==> config.mk <==
export PLATFORM = sky130hd
export DESIGN_NAME = mac2ibuff
export DESIGN_NICKNAME = d
export VERILOG_FILES = /design/src/rtl/mac_rx_pkg.sv /design/src/rtl/rx_len_acc.sv /design/src/rtl/mac2ibuff.sv
export SDC_FILE = /design/constraint.sdc
export NUM_CORES = 1
export LEC_CHECK = 0
export ABC_AREA = 0
export CELL_PAD_IN_SITES_DETAIL_PLACEMENT = 0
export CELL_PAD_IN_SITES_GLOBAL_PLACEMENT = 1
export CORE_ASPECT_RATIO = 1.5
export CORE_UTILIZATION = 40
export CTS_BUF_LIST = sky130_fd_sc_hd__clkbuf_4 sky130_fd_sc_hd__clkbuf_8 sky130_fd_sc_hd__clkbuf_16
export DETAILED_ROUTE_END_ITERATION = 8
export GPL_TIMING_DRIVEN = 0
export PLACE_DENSITY_LB_ADDON = 0.1
export SLEW_MARGIN = 0
export SYNTH_ARGS = -nofsm -noshare
export SYNTH_HDL_FRONTEND = slang
export SYNTH_SLANG_ARGS = --single-unit
==> constraint.sdc <==
create_clock -name clk -period 10.15 [get_ports clk]
set_clock_uncertainty 0.1 [all_clocks]
set_input_delay 2.03 -clock clk [delete_from_list [all_inputs] [get_ports clk]]
set_output_delay 2.03 -clock clk [all_outputs]
set_load 0.02 [all_outputs]
==> src/rtl/mac_rx_pkg.sv <==
// Shared definitions for the MAC rx -> ibuff writer: FSM states, header layout
// and byte-enable helpers.
package mac_rx_pkg;

    localparam int unsigned HDR_LEN_LSB = 0;
    localparam int unsigned HDR_LEN_MSB = 15;

    typedef enum logic [1:0] {
        ST_SYNC = 2'd0,
        ST_IDLE = 2'd1,
        ST_RCV  = 2'd2,
        ST_DROP = 2'd3
    } rx_state_e;

    function automatic logic [3:0] dv2bytes(input logic [7:0] dv);
        logic [3:0] n;
        n = 4'd0;
        for (int i = 0; i < 8; i++) begin
            n = n + 4'(dv[i]);
        end
        return n;
    endfunction

    // Contiguous-low mask: dv+1 is a power of two (0x01, 0x03, ... 0xFF).
    function automatic logic dv_is_contig(input logic [7:0] dv);
        logic [8:0] p;
        p = {1'b0, dv} + 9'd1;
        return (dv != 8'd0) && ((p & (p - 9'd1)) == 9'd0);
    endfunction

endpackage

==> src/rtl/rx_len_acc.sv <==
// Per-frame byte length and qword accumulator; flags malformed byte-enable
// masks and frames that would exceed MAX_FRM_QW.
module rx_len_acc
    import mac_rx_pkg::*;
#(
    parameter int unsigned MAX_FRM_QW = 190
) (
    input  logic        clk,
    input  logic        rst_n,
    input  logic        start,
    input  logic        add,
    input  logic [7:0]  dv,
    output logic [15:0] len,
    output logic        room_c,
    output logic        malformed_c
);

    localparam int unsigned QW_W = $clog2(MAX_FRM_QW + 1);

    logic [15:0]     len_q, len_d;
    logic [QW_W-1:0] qw_q, qw_d;
    logic            part_q, part_d;

    always_comb begin
        len_d  = len_q;
        qw_d   = qw_q;
        part_d = part_q;
        if (start) begin
            len_d  = 16'(dv2bytes(dv));
            qw_d   = QW_W'(1);
            part_d = (dv != 8'hFF);
        end else if (add) begin
            len_d  = len_q + 16'(dv2bytes(dv));
            qw_d   = qw_q + QW_W'(1);
            part_d = (dv != 8'hFF);
        end
    end

    always_ff @(posedge clk or negedge rst_n) begin
        if (!rst_n) begin
            len_q  <= 16'd0;
            qw_q   <= '0;
            part_q <= 1'b0;
        end else begin
            len_q  <= len_d;
            qw_q   <= qw_d;
            part_q <= part_d;
        end
    end

    // A beat after a partial beat means the partial one was not the last.
    assign malformed_c = !dv_is_contig(dv) || part_q;
    assign room_c      = (qw_q < QW_W'(MAX_FRM_QW));
    assign len         = len_q;

endmodule

==> src/rtl/mac2ibuff.sv <==
// MAC rx frames -> circular ibuff records ({header, data...}); only whole good
// frames that fit are published through committed_prod.
module mac2ibuff
    import mac_rx_pkg::*;
#(
    parameter int unsigned BW         = 9,
    parameter int unsigned MAX_FRM_QW = 190
) (
    input  logic          clk,
    input  logic          rst_n,
    input  logic [63:0]   rx_data,
    input  logic [7:0]    rx_data_valid,
    input  logic          rx_good_frame,
    input  logic          rx_bad_frame,
    output logic          wr_en,
    output logic [BW-1:0] wr_addr,
    output logic [63:0]   wr_data,
    output logic [BW:0]   committed_prod,
    input  logic [BW:0]   committed_cons,
    output logic [31:0]   rx_frm_cnt,
    output logic [31:0]   rx_drop_cnt
);

    localparam int unsigned PW = BW + 1;

    rx_state_e       state_q, state_d;
    logic [PW-1:0]   base_q, base_d;
    logic [PW-1:0]   wip_q, wip_d;
    logic [PW-1:0]   prod_q, prod_d;
    logic            wr_en_q, wr_en_d;
    logic [BW-1:0]   wr_addr_q, wr_addr_d;
    logic [63:0]     wr_data_q, wr_data_d;
    logic [31:0]     frm_cnt_q, frm_cnt_d;
    logic [31:0]     drop_cnt_q, drop_cnt_d;

    logic [PW-1:0]   free_c;
    logic            beat_c;
    logic            acc_start_c;
    logic            acc_add_c;
    logic [15:0]     len;
    logic            room_c;
    logic            malformed_c;

    assign beat_c = (rx_data_valid != 8'd0);
    assign free_c = PW'(2 ** BW) - (wip_q - committed_cons);

    rx_len_acc #(
        .MAX_FRM_QW (MAX_FRM_QW)
    ) u_len_acc (
        .clk         (clk),
        .rst_n       (rst_n),
        .start       (acc_start_c),
        .add         (acc_add_c),
        .dv          (rx_data_valid),
        .len         (len),
        .room_c      (room_c),
        .malformed_c (malformed_c)
    );

    always_comb begin
        state_d     = state_q;
        base_d      = base_q;
        wip_d       = wip_q;
        prod_d      = prod_q;
        wr_en_d     = 1'b0;
        wr_addr_d   = wr_addr_q;
        wr_data_d   = wr_data_q;
        frm_cnt_d   = frm_cnt_q;
        drop_cnt_d  = drop_cnt_q;
        acc_start_c = 1'b0;
        acc_add_c   = 1'b0;

        unique case (state_q)
            ST_SYNC: begin
                if (!beat_c) state_d = ST_IDLE;
            end
            ST_IDLE: begin
                if (beat_c) begin
                    base_d = wip_q;
                    if (free_c >= PW'(2) && dv_is_contig(rx_data_valid)) begin
                        wr_en_d     = 1'b1;
                        wr_addr_d   = BW'(wip_q + PW'(1));
                        wr_data_d   = rx_data;
                        wip_d       = wip_q + PW'(2);
                        acc_start_c = 1'b1;
                        state_d     = ST_RCV;
                    end else begin
                        state_d = ST_DROP;
                    end
                end
            end
            ST_RCV: begin
                if (rx_bad_frame) begin
                    wip_d      = base_q;
                    drop_cnt_d = drop_cnt_q + 32'd1;
                    state_d    = ST_IDLE;
                end else if (rx_good_frame) begin
                    wr_en_d   = 1'b1;
                    wr_addr_d = BW'(base_q);
                    wr_data_d = 64'd0;
                    wr_data_d[HDR_LEN_MSB:HDR_LEN_LSB] = len;
                    prod_d    = wip_q;
                    frm_cnt_d = frm_cnt_q + 32'd1;
                    state_d   = ST_IDLE;
                end else if (beat_c) begin
                    if (free_c >= PW'(1) && room_c && !malformed_c) begin
                        wr_en_d   = 1'b1;
                        wr_addr_d = BW'(wip_q);
                        wr_data_d = rx_data;
                        wip_d     = wip_q + PW'(1);
                        acc_add_c = 1'b1;
                    end else begin
                        state_d = ST_DROP;
                    end
                end
            end
            ST_DROP: begin
                if (rx_good_frame || rx_bad_frame) begin
                    wip_d      = base_q;
                    drop_cnt_d = drop_cnt_q + 32'd1;
                    state_d    = ST_IDLE;
                end
            end
            default: state_d = ST_SYNC;
        endcase
    end

    always_ff @(posedge clk or negedge rst_n) begin
        if (!rst_n) begin
            state_q    <= ST_SYNC;
            base_q     <= '0;
            wip_q      <= '0;
            prod_q     <= '0;
            wr_en_q    <= 1'b0;
            wr_addr_q  <= '0;
            wr_data_q  <= 64'd0;
            frm_cnt_q  <= 32'd0;
            drop_cnt_q <= 32'd0;
        end else begin
            state_q    <= state_d;
            base_q     <= base_d;
            wip_q      <= wip_d;
            prod_q     <= prod_d;
            wr_en_q    <= wr_en_d;
            wr_addr_q  <= wr_addr_d;
            wr_data_q  <= wr_data_d;
            frm_cnt_q  <= frm_cnt_d;
            drop_cnt_q <= drop_cnt_d;
        end
    end

    assign wr_en          = wr_en_q;
    assign wr_addr        = wr_addr_q;
    assign wr_data        = wr_data_q;
    assign committed_prod = prod_q;
    assign rx_frm_cnt     = frm_cnt_q;
    assign rx_drop_cnt    = drop_cnt_q;

endmodule
==> metrics <==
Tot GR Track Use 21.9%; Via density about 5.3; fin area 13,800 sq um; share of layout cells above drive strength 1 ~8.1%; fmax around 160 MHz; clock-pin slew on the worst setup and hold paths around 0.070 ns; # clock sinks 195; status finished, final reports clean; Hold Buf Count CTS 0; TritonCTS buffer count 17; total negative slack 0 ns; final worst-path cycle share around three fifths; Pleak 5.97 nW; worst skew pair latency around 0.44 ns; crit start category primary input; Seq/Total Area, Yosys between 40% and 50%; Hold Path Class flip-flop to flip-flop; critical path class primary input to flip-flop; Core Region around 25,000 sq um; VDD IR max between 0.15 and 0.2 mV; Final WS setup 3.89 ns; Power Dens Cells roughly 270 nW/um^2; CP arrival between 6 and 7 ns; syn nets 1,130; Final GP Congestion about 0.84; distinct cell type count after synthesis just over 60; antenna-violating nets left 0; Max Root-Sink Buffers 2; P&R area growth vs syn 33.3%; min Tclk post-route 6.26 ns; final hold slack ~0.37 ns; Starting Density about 40%; Post-synth EDFFs 0; CP cell instances clkdlybuf4s50_1 -> fa_1 -> inv_1 -> fa_1 -> fa_1 -> inv_1 -> ha_1 -> inv_1 -> fa_1 -> inv_1 -> fa_1 -> a21o_1 -> a21oi_1 -> nand4b_1 -> xor2_1 -> nor2_1; max-slew violation count 0; Remaining Overflow, GRT 0; setup slack, reg-to-reg about 5.5 ns; slowest cell on the critical path clkdlybuf4s50_1; CTS tree done; first-pass GRT wire length 45.5 mm; largest net degree at the start of global routing ~120; ys async rst share 100%; port bufs roughly 230; Synth Instances between 1,000 and 1,500; #FFs+latches synth 195; relative slew slack roughly 46%; Post-CTS Repair Setup Buffers 0; Synth top cells by count 195 x dfrtp_1, 82 x nand3_1, 80 x nand2_1; Post-layout nets ~1,400; Final Hold Vio Count 0; dpl hpwl between 20 and 25 mm; placed cell areas between 10,000 and 15,000 sq um; unrepaired setup endpoints after global routing no; vias in the first global route approximately 8,400; Detailed Route WL between 20 and 30 mm; initial antenna violation count 0; initial DRC count ~460; synth warn 0; max incr delay on CP about 0.60 ns; Worst EP required about 10 ns; Die Span Y 199 um; Resized cells post-CTS 0; DR WL/cell about 18 um; most common cell in the netlist dfrtp_1; CP max FO 10; Synth area leaders dfrtp_1 47%, xnor2_1 5.5%, mux2_2 5.0%; DP Worst Slack about 3.4 ns; Post-Syn Area per Cell slightly above 10 sq um; Critical Path Sink Type flip-flop; setup violators final 0; Ports about 230; drt drc 0; crit-path most repeated cell fa_1; H-tree depth 4; Horiz. Die Dim 133 um; die area 26,500 sq um; Yosys top cell area share 47.2%; First-pass DRT Iterations 4; Slew @ Worst Pin 0.791 ns; # diodes 0; root buffer cell clkbuf_16; FP Rows 71; area leader, netlist dfrtp_1; maxcap violations 0; Main synth FF type dfrtp_1; layout filler cell count about 2,300; cell area after synthesis 10,300 sq um; via count 8,455
## cell usage in the layout (no fill, tap or decap), drive strengths merged, types with 40 or more instances in the layout
master,instances
clkdlybuf4s50,230
dfrtp,195
clkbuf,59
o21ai,42
mux2,46
o2bb2ai,49
inv,40
nor2,63
nand3,82
xnor2,65
nand2,80
## kinds of logic after synthesis
logic type                 Yosys count  synth area share (%)
xor gates and xnor gates            98                  8.30
adders and majority gates           43                  5.64
and+or+nand+nor                    329                  16.0
DFF                                195                  47.2
AOI/OAI and AO/OA                  179                  12.2
muxes                               63                  6.65
buffers and inverters               94                  4.08
## final timing paths
| path | from | endpoint | cells past startpoint |
|---|---|---|---|
| min reg2reg | rx_frm_cnt[31] | rx_frm_cnt[31] | 1 |
| max | rx_data_valid[1] | u_len_acc.len[6] | 16 |
| max in group asynchronous | rst_n | rx_drop_cnt[16] | 2 |
| min in group asynchronous | rst_n | rx_frm_cnt[31] | 1 |
| max reg2reg | wip_q[1] | wr_data[14] | 15 |
| min | rx_frm_cnt[31] | rx_frm_cnt[31] | 1 |
## worst max-delay path: cells and delay by family
| kind | cells | cell delay (ns) |
|---|---|---|
| fa+ha+maj | 6 | 2.59 |
| xor+xnor | 1 | 0.15 |
| simple gates | 2 | 0.24 |
| buf+inv | 5 | 0.85 |
| compound gates | 2 | 0.60 |
## final cells by class
type / count / area (sq um) / share of cell area [%]
Multi-Input combinational cell: 712 / 5040 / 36.6
Timing Repair Buffer: 232 / 2340 / 17.0
Tap cell: 328 / 410 / 2.98
Sequential cell: 195 / 4880 / 35.4
Inverter: 40 / 150 / 1.09
Buffer: 54 / 272 / 1.97
Clock buffer: 22 / 488 / 3.54
Clock inverter: 10 / 200 / 1.45
## report_power, final
group	leakage, nW	internal, W	switching, W
sequential	2.51	0.00101	0.000168
clock	0.343	0.000490	0.000293
combinational	3.11	0.000822	0.000979
## per-stage QoR
step	total power [W]	instances	utilization, %
floorplan	0.00229	1001	-
global placement	0.00298	1560	51.8
detailed placement	0.00300	1561	51.9
CTS	0.00380	1593	54.7
global route	0.00401	1593	54.7
finish	0.00376	1593	54.7
## routing by layer
layer	wire length, um	vias to the layer above	GRT usage, %
met1	12100	4147	27.5
met4	480	0	7.49
li1	-	4049	-
met5	0	-	0
met3	1370	32	3.67
met2	14400	227	38.1
## state kept, by name, summed over array words and instances, names as in the netlist
name,count
u_len_acc.qw_q,8
rx_frm_cnt,32
wr_en,1
wip_q,10
base_q,10
u_len_acc.part_q,1
committed_prod,10
u_len_acc.len,16
rx_drop_cnt,32
wr_data,64
state_q,2
wr_addr,9
No activity file was read; power rests on OpenSTA's default activity.
